<file path="src/rtl/pipeline_exec_controller_if.sv">
// Control handshake between the pipeline execution controller and its sequencer.
// The master drives the run/step/abort requests and pipeline status; the slave is the controller.
interface pipeline_exec_controller_if #(
  parameter int unsigned CNT_W = 32
);
  logic             i_start;
  logic             i_mode_step;
  logic             i_step;
  logic             i_abort;
  logic             i_halt_fetched;
  logic             i_hazard_stall;
  logic             o_PC_write;
  logic             o_pipe_enable;
  logic             o_step_done;
  logic             o_halted;
  logic [2:0]       o_state;
  logic [CNT_W-1:0] o_cycle_count;

  modport master (
    output i_start, i_mode_step, i_step, i_abort, i_halt_fetched, i_hazard_stall,
    input  o_PC_write, o_pipe_enable, o_step_done, o_halted, o_state, o_cycle_count
  );

  modport slave (
    input  i_start, i_mode_step, i_step, i_abort, i_halt_fetched, i_hazard_stall,
    output o_PC_write, o_pipe_enable, o_step_done, o_halted, o_state, o_cycle_count
  );
endinterface

</file>
<file path="src/rtl/pipeline_exec_controller.sv">
// Run/step/drain/halt sequencer for a 5-stage pipeline: gates PC writes and pipeline
// register enables, and counts enabled cycles since the last start.
module pipeline_exec_controller #(
  parameter int unsigned DRAIN_CYCLES = 4,
  parameter int unsigned CNT_W        = 32
) (
  input  logic                      clk,
  input  logic                      rst,
  pipeline_exec_controller_if.slave bus
);

  localparam int unsigned DRAIN_W = (DRAIN_CYCLES < 2) ? 1 : $clog2(DRAIN_CYCLES + 1);

  typedef enum logic [2:0] {
    S_IDLE      = 3'd0,
    S_RUN       = 3'd1,
    S_STEP_WAIT = 3'd2,
    S_STEP_EXEC = 3'd3,
    S_DRAIN     = 3'd4,
    S_HALTED    = 3'd5
  } state_e;

  state_e             state_q, state_d;
  logic [DRAIN_W-1:0] drain_q, drain_d;
  logic [CNT_W-1:0]   cnt_q, cnt_d;
  logic               step_prev_q, step_prev_d;
  logic               step_done_q, step_done_d;
  logic               step_rise_c;
  logic               pipe_en_c;
  logic               pc_write_c;

  // Enable decode: a stall or a fetched HALT only blocks the PC, never the pipeline.
  always_comb begin
    pipe_en_c  = 1'b0;
    pc_write_c = 1'b0;
    case (state_q)
      S_RUN, S_STEP_EXEC: begin
        pipe_en_c  = 1'b1;
        pc_write_c = !bus.i_hazard_stall && !bus.i_halt_fetched;
      end
      S_DRAIN: pipe_en_c = 1'b1;
      default: ;
    endcase
  end

  always_comb begin
    state_d     = state_q;
    drain_d     = drain_q;
    cnt_d       = cnt_q;
    step_prev_d = bus.i_step;
    step_done_d = (state_q == S_STEP_EXEC);
    step_rise_c = bus.i_step && !step_prev_q;

    if (pipe_en_c && (cnt_q != '1)) begin
      cnt_d = cnt_q + CNT_W'(1);
    end

    if (bus.i_abort) begin
      state_d = S_IDLE;
      drain_d = '0;
    end else begin
      case (state_q)
        S_IDLE: begin
          if (bus.i_start) begin
            cnt_d   = '0;
            state_d = bus.i_mode_step ? S_STEP_WAIT : S_RUN;
          end
        end
        S_RUN: begin
          if (bus.i_halt_fetched) begin
            state_d = S_DRAIN;
            drain_d = DRAIN_W'(DRAIN_CYCLES);
          end
        end
        S_STEP_WAIT: begin
          if (step_rise_c) begin
            state_d = S_STEP_EXEC;
          end
        end
        S_STEP_EXEC: begin
          if (bus.i_halt_fetched) begin
            state_d = S_DRAIN;
            drain_d = DRAIN_W'(DRAIN_CYCLES);
          end else begin
            state_d = S_STEP_WAIT;
          end
        end
        S_DRAIN: begin
          // Last drain cycle is the one that sees the counter at 1.
          if (drain_q <= DRAIN_W'(1)) begin
            state_d = S_HALTED;
            drain_d = '0;
          end else begin
            drain_d = drain_q - DRAIN_W'(1);
          end
        end
        S_HALTED: ;
        default: state_d = S_IDLE;
      endcase
    end
  end

  always_ff @(posedge clk) begin
    if (!rst) begin
      state_q     <= S_IDLE;
      drain_q     <= '0;
      cnt_q       <= '0;
      step_prev_q <= 1'b0;
      step_done_q <= 1'b0;
    end else begin
      state_q     <= state_d;
      drain_q     <= drain_d;
      cnt_q       <= cnt_d;
      step_prev_q <= step_prev_d;
      step_done_q <= step_done_d;
    end
  end

  assign bus.o_PC_write    = pc_write_c;
  assign bus.o_pipe_enable = pipe_en_c;
  assign bus.o_halted      = (state_q == S_HALTED);
  assign bus.o_step_done   = step_done_q;
  assign bus.o_state       = state_q;
  assign bus.o_cycle_count = cnt_q;

endmodule

</file>
<file path="src/flat_wrapper.sv">
// flat-port wrapper written by rule: the top's interface ports become plain ports
module pipeline_exec_controller_flat 
#(
  parameter int unsigned DRAIN_CYCLES = 4,
  parameter int unsigned CNT_W        = 32
)
  (clk, rst, bus_i_start, bus_i_mode_step, bus_i_step, bus_i_abort, bus_i_halt_fetched, bus_i_hazard_stall, bus_o_PC_write, bus_o_pipe_enable, bus_o_step_done, bus_o_halted, bus_o_state, bus_o_cycle_count);
  pipeline_exec_controller_if #(.CNT_W(CNT_W)) bus_i ();
  input  logic clk;
  input  logic rst;
  input wire logic [$bits(bus_i.i_start)-1:0] bus_i_start;
  input wire logic [$bits(bus_i.i_mode_step)-1:0] bus_i_mode_step;
  input wire logic [$bits(bus_i.i_step)-1:0] bus_i_step;
  input wire logic [$bits(bus_i.i_abort)-1:0] bus_i_abort;
  input wire logic [$bits(bus_i.i_halt_fetched)-1:0] bus_i_halt_fetched;
  input wire logic [$bits(bus_i.i_hazard_stall)-1:0] bus_i_hazard_stall;
  output wire logic [$bits(bus_i.o_PC_write)-1:0] bus_o_PC_write;
  output wire logic [$bits(bus_i.o_pipe_enable)-1:0] bus_o_pipe_enable;
  output wire logic [$bits(bus_i.o_step_done)-1:0] bus_o_step_done;
  output wire logic [$bits(bus_i.o_halted)-1:0] bus_o_halted;
  output wire logic [$bits(bus_i.o_state)-1:0] bus_o_state;
  output wire logic [$bits(bus_i.o_cycle_count)-1:0] bus_o_cycle_count;
  assign bus_i.i_start = bus_i_start;
  assign bus_i.i_mode_step = bus_i_mode_step;
  assign bus_i.i_step = bus_i_step;
  assign bus_i.i_abort = bus_i_abort;
  assign bus_i.i_halt_fetched = bus_i_halt_fetched;
  assign bus_i.i_hazard_stall = bus_i_hazard_stall;
  assign bus_o_PC_write = bus_i.o_PC_write;
  assign bus_o_pipe_enable = bus_i.o_pipe_enable;
  assign bus_o_step_done = bus_i.o_step_done;
  assign bus_o_halted = bus_i.o_halted;
  assign bus_o_state = bus_i.o_state;
  assign bus_o_cycle_count = bus_i.o_cycle_count;
  pipeline_exec_controller #(.DRAIN_CYCLES(DRAIN_CYCLES), .CNT_W(CNT_W)) u_core (.clk(clk), .rst(rst), .bus(bus_i));
endmodule
</file>
<file path="config.mk">
export PLATFORM = sky130hd
export DESIGN_NAME = pipeline_exec_controller_flat
export DESIGN_NICKNAME = d
export VERILOG_FILES = /design/src/rtl/pipeline_exec_controller_if.sv /design/src/rtl/pipeline_exec_controller.sv /design/src/flat_wrapper.sv
export SDC_FILE = /design/constraint.sdc
export NUM_CORES = 1
export LEC_CHECK = 0
export ABC_AREA = 1
export BUFFER_PORTS_ARGS = -buffer_cell sky130_fd_sc_hd__buf_4
export CORE_UTILIZATION = 33
export DETAILED_ROUTE_END_ITERATION = 10
export HOLD_SLACK_MARGIN = 0.12
export PLACE_DENSITY_LB_ADDON = 0.05
export SLEW_MARGIN = 20
export SYNTH_ARGS = -nofsm -noshare
export SYNTH_HDL_FRONTEND = slang
export SYNTH_SLANG_ARGS = --single-unit
</file>
<file path="constraint.sdc">
create_clock -name clk -period 3.6 [get_ports clk]
set_input_delay 0.18 -clock clk [delete_from_list [all_inputs] [get_ports clk]]
set_output_delay 0.18 -clock clk [all_outputs]
set_load 0.05 [all_outputs]
</file>
==> results by group, run 1 <==
Detailed routing
  • 1st-pass router iterations: 4
  • Total Routed Length: 6.620 mm
  • Antenna-violating nets left: 0
  • Highest routed layer: met4
  • Vias per cell: 4.669
  • Post-DR wirelength/cell: 11.97 um
  • Vias: 2582
  • Number of remaining DRC errors: 0
  • DR WL met3: 201 um
  • Wl on met1: 3.268 mm
  • DR WL met2: 3.098 mm
  • First DRT Iteration DRCs: 98

Clocking
  • Root Driver: clkbuf_8
  • CTS tree: yes
  • Post-CTS setup buffers: 0
  • H-tree depth: 2
  • Clock slew at reported path FFs: 0.08 ns
  • Clock sink count: 40
  • CTS max path bufs: 2
  • Worst skew pair latency: 0.29 ns
  • TritonCTS Buffers: 5

Layout
  • Diode count: 0
  • Syn-to-layout area delta: 19.06%
  • Final cell count without fillers: 553
  • Design Area, Final: 0.003017 mm2
  • Commonest non-fill, non-tap cell in the layout: nand2_1
  • Layout cells sized above 1: 0.1828
  • Most frequent cells in the layout: 97 x nand2_1, 73 x nor2_1, 49 x inv_1
  • Nets@finish: 465

Logic synthesis
  • Register bit total from synthesis: 40
  • Post-Syn Nets: 418
  • Async SR Flop Fraction: 0
  • Number of synthesized flops with an enable pin: 0
  • Seq/Total Area, Yosys: 0.3160
  • YS warnings: 0
  • Cells after Synth: 407
  • Post-synthesis cell area: 0.002534 mm2
  • Mapped Avg Cell Area: 6.225 um2
  • Dominant synthesized flop cell: dfxtp_1
  • Synth cell types: 25

Place
  • GPL Wtd Cong: 0.8324
  • Placed cell area: 0.002919 mm2
  • Dpl ws: 1.566 ns
  • Port bufs: 46
  • Placed cell count: 544
  • Detailed placement HPWL: 5.067 mm

Critical path
  • Crit end category: register
  • Arr. time, crit path: 2.27 ns
  • Setup Crit Path Kind: register to register
  • Peak fanout along the critical path: 53
  • CP startpoint kind: register
  • Critical Path RT: 3.82 ns

STA
  • Peak Freq: 489.3 MHz
  • Setup slack after layout: 1.556 ns
  • Final min period: 2.044 ns
  • Final period util: 0.5677
  • Final Hold Vio Count: 0
  • Setup_tns: 0 ns
  • Clk_skew: 0.007725 ns
  • RSZ-0062 raised after global routing: false
  • Final setup violation count: 0
  • Rel. slew slack: 0.4539
  • Slew Limit Fails: 0
  • Worst slew pin tran: 0.8192 ns

Die
  • Core Rows: 31
  • Die ar.: 0.008033 mm2
  • IO Pins: 47
  • Core area: 0.007331 mm2
  • Die X: 89.63 um
  • Initial cell density of the core: 0.3456
  • Die H: 89.63 um

Power
  • Clock Power Share: 0.339
  • PwrDens: 283.3 mW/mm2
  • Max VDD drop: 0.1366 mV
  • P_sw: 239.8 uW
  • Comb pwr share: 0.130
  • Net switching fraction of the power: 0.2806
  • Int Power: 614.7 uW
  • Static Leak: 0.001295 uW
  • Flop pwr share: 0.531

Global route
  • GRT Resource Usage Total: 0.1764
  • Vias in the first global route: 2342
  • Largest net degree at the start of global routing: 54
  • First-pass GRT wire length: 10.87 mm
  • Initial antenna violation count: 0
  • Gr ovfl total: 0

Worst hold path
  • Worst hold path type: input pin to register

Job
  • Maxcap violations: 0

Run status
  • Status: finished clean
power by group through the flow:
| stage | sequential (uW) | combinational (uW) | clock (uW) |
|---|---|---|---|
| after global routing | 455 | 125 | 322 |
| after detailed placement | 464 | 110 | 0 |
| final | 454 | 111 | 290 |
| after global placement | 464 | 111 | 0 |
| after CTS | 454 | 112 | 305 |
| after floorplan | 478 | 69.1 | 0 |
area by class of cell:
type | instances | area (um2)
fill | 813 | 4314
multi-input combinational | 304 | 1439
sequential | 40 | 800.8
timing repair buffer | 49 | 372.9
inverter | 54 | 202.7
tap | 99 | 123.9
clock buffer | 6 | 72.57
clock inverter | 1 | 5.005
critical path, stage by stage (launching register included):
cell     delay (ns)
dfxtp_1        0.40
ha_1           0.21
nand2_2        0.09
nor2_4         0.10
nand2_2        0.09
nor2_4         0.15
nand3_4        0.47
nand3_1        0.27
nand2_1        0.07
nor2_1         0.12
stage by stage:
stage | utilization | hold slack [ns] | power, uW
4_1_cts | 0.4115 | 0.1616 | 871.1
3_5_place_dp | 0.3982 | 0.3801 | 574.4
2_1_floorplan | - | 0.2735 | 546.8
6_report | 0.4115 | 0.1612 | 854.5
5_1_grt | 0.4115 | 0.2020 | 901.3
3_3_place_gp | 0.3982 | 0.3719 | 574.9
cell families after synthesis:
family,Yosys count,synth area share
AO/OA/AOI/OAI,48,0.1003
XOR/XNOR,2,0.006915
adder cells (fa/ha/maj),3,0.01482
buffers and inverters,63,0.1161
flip-flops,40,0.3161
AND/OR/NAND/NOR,251,0.4459
registers in the layout (all words and copies together), names as in the netlist:
signal	count
u_core.bus.o_step_done	1
u_core.drain_q	3
u_core.bus.o_cycle_count	32
u_core.step_prev_q	1
u_core.bus.o_state	3
worst paths after layout:
kind                                             startpoint                           end  slack (ns)  cells after the start
worst max-delay path            u_core.bus.o_cycle_count[0]  u_core.bus.o_cycle_count[23]        1.56                      9
worst min-delay path                                    rst        u_core.bus.o_step_done        0.16                      3
worst max register to register  u_core.bus.o_cycle_count[0]  u_core.bus.o_cycle_count[23]        1.56                      9
worst min register to register            u_core.drain_q[0]             u_core.drain_q[0]        0.49                      1
synthesized netlist by cell type (all sizes together) (3+ instances only):
cell type,count,area [um2]
nand2,103,401.6
nor2,84,357.8
inv,54,202.7
nand3,47,272.8
dfxtp,40,800.8
a21oi,35,182.7
o21ai,10,50.05
buf,9,91.34
nand4,7,43.79
nor3,7,35.03
and2,3,18.77
ha,3,37.54
metal layers:
| layer | vias up | global-route usage |
|---|---|---|
| li1 | 1383 | - |
| met1 | 1152 | 0.2375 |
| met2 | 41 | 0.2961 |
| met3 | 6 | 0.03016 |
| met4 | 0 | 0.03608 |
| met5 | - | 0 |
timing repair:
| item | in CTS | in global routing |
|---|---|---|
| resized for setup | 0 | 0 |
| hold endpoints to repair | 1 | 0 |
| hold buffers | 2 | 0 |
Note: power is estimated with default switching activity, not from simulation.
==> run 2: changes to the inputs <==
- clock period: 3.6 -> 1.9 ns (I/O delays scaled with it)
==> results by group, run 2 (synthesized netlist as in run 1, its figures left out) <==
Detailed routing
  • Total Routed Length: 7.007 mm (was 6.620 mm)
  • Vias per cell: 4.716 (was 4.669)
  • Post-DR wirelength/cell: 12.53 um (was 11.97 um)
  • DR WL met3: 246 um (was 201 um)
  • Number of remaining DRC errors: 0 (unchanged)
  • Vias: 2636 (was 2582)
  • DR WL met2: 3.256 mm (was 3.098 mm)
  • Wl on met1: 3.355 mm (was 3.268 mm)
  • Antenna-violating nets left: 0 (unchanged)
  • Highest routed layer: met4 (unchanged)
  • First DRT Iteration DRCs: 141 (was 98)
  • 1st-pass router iterations: 6 (was 4)

Clocking
  • Clock slew at reported path FFs: 0.07 ns (was 0.08 ns)
  • Resize count post-CTS: 0 (unchanged)
  • CTS max path bufs: 2 (unchanged)
  • Worst skew pair latency: 0.29 ns (about the same)
  • TritonCTS Buffers: 5 (unchanged)
  • Root Driver: clkbuf_8 (unchanged)
  • CTS tree: yes (unchanged)
  • Clock sink count: 40 (unchanged)
  • Post-CTS Hold Fix Bufs: 4 (was 2)
  • H-tree depth: 2 (unchanged)
  • Post-CTS setup buffers: 0 (unchanged)

Job
  • Maxcap violations: 0 (unchanged)

Place
  • Port bufs: 46 (unchanged)
  • GPL Wtd Cong: 0.8240 (was 0.8324)
  • Detailed placement HPWL: 5.385 mm (was 5.067 mm)

Die
  • Die ar.: 0.008033 mm2 (unchanged)
  • Initial cell density of the core: 0.3456 (unchanged)
  • Die X: 89.63 um (unchanged)
  • IO Pins: 47 (unchanged)
  • Core Rows: 31 (unchanged)
  • Die H: 89.63 um (unchanged)
  • Core area: 0.007331 mm2 (unchanged)

STA
  • Worst slew pin tran: 0.3727 ns (was 0.8192 ns)
  • Final period util: 0.9086
  • Final Hold Vio Count: 0 (unchanged)
  • WHS: 0.1964 ns (was 0.1612 ns)
  • RSZ-0062 raised after global routing: false (unchanged)
  • Peak Freq: 579.2 MHz
  • Clk_skew: 0.008753 ns (was 0.007725 ns)
  • Rel. slew slack: 0.7515 (was 0.4539)
  • Setup_tns: 0 ns (unchanged)
  • Final setup violation count: 0 (unchanged)
  • Slew Limit Fails: 0 (unchanged)
  • Final min period: 1.726 ns

Global route
  • First-pass GRT wire length: 11.39 mm (was 10.87 mm)
  • Initial antenna violation count: 0 (unchanged)
  • GRT Resource Usage Total: 0.1883 (was 0.1764)
  • Gr ovfl total: 0 (unchanged)
  • Vias in the first global route: 2357 (was 2342)
  • Largest net degree at the start of global routing: 33 (was 54)

Critical path
  • Largest stage delay, worst path: 0.46 ns (was 0.47 ns)
  • Worst r2r src: u_core.bus.o_cycle_count[18] (was u_core.bus.o_cycle_count[0])
  • R2R depth: 8 (was 9)
  • Critical Path RT: 1.80 ns (was 3.82 ns)
  • Crit path top cell by count: buf_4
  • Crit path buf inv count: 3 (was 0)
  • Arr. time, crit path: 1.63 ns (was 2.27 ns)
  • CP startpoint kind: register (unchanged)
  • Worst r2r dst: u_core.bus.o_cycle_count[17] (was u_core.bus.o_cycle_count[23])
  • Peak fanout along the critical path: 11 (was 53)
  • Crit end category: output port (was register)
  • FF-to-FF setup slack: 0.25 ns (was 1.56 ns)
  • Crit-path cells: inv_1 -> nand2_1 -> nand2_2 -> buf_4 -> buf_4 (was ha_1 -> nand2_2 -> nor2_4 -> nand2_2 -> nor2_4 -> nand3_4 -> nand3_1 -> nand2_1 -> nor2_1)
  • Slowest cell on crit path: dfxtp_1 (was nand3_4)
  • Setup Crit Path Kind: register to output port (was register to register)
  • CP top delay family: buffers and inverters (was simple AND/OR/NAND/NOR gates)

Layout
  • Layout cells sized above 1: 0.2000 (was 0.1828)
  • Syn-to-layout area delta: 21.78% (was 19.06%)
  • Most frequent cells in the layout: 97 x nand2_1, 73 x nor2_1, 53 x buf_4 (was 97 x nand2_1, 73 x nor2_1, 49 x inv_1)
  • FILL cells: 827 (was 813)
  • Diode count: 0 (unchanged)
  • Commonest non-fill, non-tap cell in the layout: nand2_1 (unchanged)
  • Nets@finish: 473 (was 465)
  • Number of flip-flops in the largest register: 32 (unchanged)

Worst hold path
  • Hold worst-path end: u_core.bus.o_state[1] (was u_core.bus.o_step_done)
  • Worst hold start: bus_i_mode_step (was rst)
  • Worst hold path type: input pin to register (unchanged)
  • Hold Path Cell Cnt: 5 (was 3)

Power
  • Static Leak: 0.001329 uW (was 0.001295 uW)
  • PwrDens: 524.5 mW/mm2 (was 283.3 mW/mm2)
  • Max VDD drop: 0.2010 mV (was 0.1366 mV)

Run status
  • Status: finished clean (unchanged)
==> run 2: cell types whose count changed in the layout (fill, tap and decap cells not counted), sizes merged <==
cell         before  now
clkinv            1    0
dlygate4sd3       2    4
clkbuf            6    5
buf              47   53
==> run 2: how the worst max path moves through the flow <==
| stage | to | depth (start not counted) | from | slack [ns] |
|---|---|---|---|---|
| final | bus_o_pipe_enable | 5 | u_core.bus.o_state[2] | 0.17 |
| after global routing | bus_o_pipe_enable | 5 | u_core.bus.o_state[2] | 0.05 |
| after CTS | bus_o_pipe_enable | 5 | u_core.bus.o_state[2] | 0.18 |
| after detailed placement | u_core.bus.o_cycle_count[10] | 9 | u_core.bus.o_cycle_count[0] | 0.28 |
| after global placement | u_core.bus.o_cycle_count[26] | 9 | u_core.bus.o_cycle_count[0] | 0.27 |
| after floorplan | u_core.bus.o_cycle_count[7] | 8 | u_core.bus.o_state[2] | 0.09 |
==> run 2: worst register-to-register path, stage by stage, from the launching register on <==
cell     delay (ns)
dfxtp_1        0.45
nand2_1        0.16
nor2_2         0.18
nand2_1        0.13
inv_2          0.09
nand3_4        0.07
buf_4          0.23
a21oi_1        0.18
nor2_1         0.05
==> run 2: metal layers <==
metal  GRT usage  up-vias
met3     0.04113       12
met5           0        -
met4     0.06638        0
met1      0.2412     1178
li1            -     1396
met2      0.3120       50
==> run 2: report_power, final <==
part	total (uW)	switching [uW]	internal, uW
combinational	226	150	75.8
clock	532	295	237
sequential	860	11.7	849
total	1620	457	1160
==> run 2: metrics by stage <==
| stage | util | instances | instance area, um2 | worst slack [ns] | total power [uW] |
|---|---|---|---|---|---|
| after global routing | 0.4209 | 559 | 3085 | 0.04563 | 1708 |
| after floorplan | - | 407 | 2546 | 0.09290 | 1038 |
| final | 0.4209 | 559 | 3085 | 0.1736 | 1618 |
| after CTS | 0.4209 | 559 | 3085 | 0.1794 | 1647 |
| after global placement | 0.4060 | 550 | 2977 | 0.2711 | 1100 |
| after detailed placement | 0.4060 | 550 | 2977 | 0.2757 | 1101 |
==> run 2: cell type report <==
type                            count  area (um2)  share of cell area
Clock buffer                        5       68.82             0.02230
Inverter                           54       202.7             0.06569
Multi-Input combinational cell    304        1449              0.4696
Sequential cell                    40       803.3              0.2603
Tap cell                           99       123.9             0.04015
Timing Repair Buffer               57       437.9              0.1419
==> run 3: changes to the inputs <==
- clock period: 1.9 -> 1.5 ns (I/O delays scaled with it)
==> results by group, run 3 (synthesized netlist as in run 1, its figures left out) <==
STA
  • Setup slack after layout: -0.02712 ns (was 0.1736 ns)
  • Final Hold Vio Count: 0 (unchanged)
  • Rel. slew slack: 0.7385 (was 0.7515)
  • Setup_tns: -0.2711 ns (was 0 ns)
  • Final period util: 1.018
  • Clk_skew: 0.005826 ns (was 0.008753 ns)
  • Worst slew pin tran: 0.3882 ns (was 0.3727 ns)
  • Final min period: 1.527 ns
  • Slew Limit Fails: 0 (unchanged)
  • Final setup violation count: 20 (was 0)
  • RSZ-0062 raised after global routing: true (was false)
  • Peak Freq: 654.8 MHz

Die
  • Die ar.: 0.008033 mm2 (unchanged)
  • Core Rows: 31 (unchanged)
  • Die H: 89.63 um (unchanged)
  • IO Pins: 47 (unchanged)
  • Core area: 0.007331 mm2 (unchanged)
  • Die X: 89.63 um (unchanged)
  • Initial cell density of the core: 0.3456 (unchanged)

Detailed routing
  • First DRT Iteration DRCs: 97 (was 141)
  • Number of remaining DRC errors: 0 (unchanged)
  • Vias per cell: 4.679 (was 4.716)
  • Antenna-violating nets left: 0 (unchanged)
  • Total Routed Length: 7.267 mm (was 7.007 mm)
  • 1st-pass router iterations: 4 (was 6)
  • Vias: 2784 (was 2636)
  • Post-DR wirelength/cell: 12.21 um (was 12.53 um)

Power
  • Static Leak: 0.001603 uW (was 0.001329 uW)
  • Max VDD drop: 0.3572 mV (was 0.2010 mV)
  • PwrDens: 572.8 mW/mm2 (was 524.5 mW/mm2)

Critical path
  • Crit end category: register (was output port)
  • Peak fanout along the critical path: 27 (was 11)
  • Critical Path RT: 1.72 ns (was 1.80 ns)
  • Setup Crit Path Kind: register to register (was register to output port)
  • Arr. time, crit path: 1.75 ns (was 1.63 ns)
  • CP startpoint kind: register (unchanged)

Clocking
  • Worst skew pair latency: 0.29 ns (about the same)
  • Clock sink count: 40 (unchanged)
  • CTS tree: yes (unchanged)
  • CTS max path bufs: 2 (unchanged)
  • Clock slew at reported path FFs: 0.08 ns (was 0.07 ns)
  • Root Driver: clkbuf_8 (unchanged)
  • TritonCTS Buffers: 5 (unchanged)
  • H-tree depth: 2 (unchanged)

Layout
  • Commonest non-fill, non-tap cell in the layout: nand2_1 (unchanged)
  • Number of flip-flops in the largest register: 32 (unchanged)
  • Diode count: 0 (unchanged)
  • Most frequent cells in the layout: 94 x nand2_1, 81 x buf_4, 60 x nor2_1 (was 97 x nand2_1, 73 x nor2_1, 53 x buf_4)
  • FILL cells: 757 (was 827)
  • Layout cells sized above 1: 0.4476 (was 0.2000)
  • Syn-to-layout area delta: 48.00% (was 21.78%)
  • Multi-input gate area: 0.001748 mm2 (was 0.001449 mm2)
  • FF+latch area: 862.1 um2 (was 803.3 um2)
  • Nets@finish: 506 (was 473)
  • Design Area, Final: 0.003750 mm2 (was 0.003085 mm2)

Run status
  • Failing checks: negative setup slack
  • Status: finished, violations left (was finished clean)

Place
  • Port bufs: 46 (unchanged)
  • GPL Wtd Cong: 0.8484 (was 0.8240)
  • Placed cell area: 0.003378 mm2 (was 0.002977 mm2)
  • Detailed placement HPWL: 5.492 mm (was 5.385 mm)

Global route
  • Initial antenna violation count: 0 (unchanged)
  • GRT Resource Usage Total: 0.1929 (was 0.1883)
  • Vias in the first global route: 2489 (was 2357)
  • Gr ovfl total: 0 (unchanged)
  • Largest net degree at the start of global routing: 33 (unchanged)
  • First-pass GRT wire length: 11.77 mm (was 11.39 mm)

Worst hold path
  • Worst hold path type: input pin to register (unchanged)

Job
  • Maxcap violations: 0 (unchanged)
==> run 3: cell types whose count changed in the layout (fill, tap and decap cells not counted), moves of 13 or more <==
cell	previous run	this run
a21oi_1	33	8
nor2_1	73	60
dfxtp_2	2	28
buf_4	53	81
dfxtp_1	38	5
nand3_1	41	28
a21oi_2	2	26
==> run 3: worst paths after layout <==
path	from	endpoint	slack, ns	cells past startpoint
max reg2reg	u_core.bus.o_cycle_count[1]	u_core.bus.o_cycle_count[17]	-0.03	10
min	bus_i_mode_step	u_core.bus.o_state[0]	0.17	6
max	u_core.bus.o_cycle_count[1]	u_core.bus.o_cycle_count[17]	-0.03	10
min reg2reg	u_core.drain_q[0]	u_core.drain_q[0]	0.49	1
==> run 3: routing by layer <==
layer,vias to the layer above,GRT usage,part of all wire
met2,44,0.3023,0.44
met3,7,0.03291,0.028
met5,-,0,0
li1,1467,-,-
met4,0,0.06061,0.010
met1,1266,0.2691,0.52
==> run 3: layout make-up <==
type	count	area share
Clock buffer	7	0.02035
Clock inverter	1	0.001335
Sequential cell	40	0.2299
Multi-Input combinational cell	304	0.4661
Timing Repair Buffer	90	0.1952
Tap cell	99	0.03303
Inverter	54	0.05405
==> run 3: power breakdown <==
part	switching, uW	internal [uW]	total (uW)
registers	17.3	1070	1080
logic	213	134	347
clock network	390	327	718
total	620	1530	2150
==> run 3: critical path, cell delays in order, from the launching register on <==
cell     delay (ns)
dfxtp_4        0.38
ha_4           0.15
nand2_4        0.06
nor2_4         0.13
nand2_4        0.08
nor2_4         0.13
nand3_4        0.11
buf_12         0.19
nand3_2        0.08
nand2_1        0.05
nor2_1         0.10
==> run 3: timing repair <==
item                       4_1_cts  5_1_grt
gates resized for setup         21       42
setup buffers                    0        3
hold buffers                     3        0
hold endpoints to repair         6        0
setup endpoints to repair       23       36
gates cloned                     0        0
pin swaps                        1        7
==> run 3: metrics by stage <==
stage,hold slack [ns],instances,utilization,setup slack [ns],total power [uW]
global placement,0.2720,581,0.4608,-0.1171,1429
detailed placement,0.2715,581,0.4608,-0.1079,1428
global route,0.1845,595,0.5115,-0.1653,2276
CTS,0.1425,592,0.4873,-0.02922,2169
floorplan,0.1685,407,-,-0.07665,1313
finish,0.1725,595,0.5115,-0.02712,2148
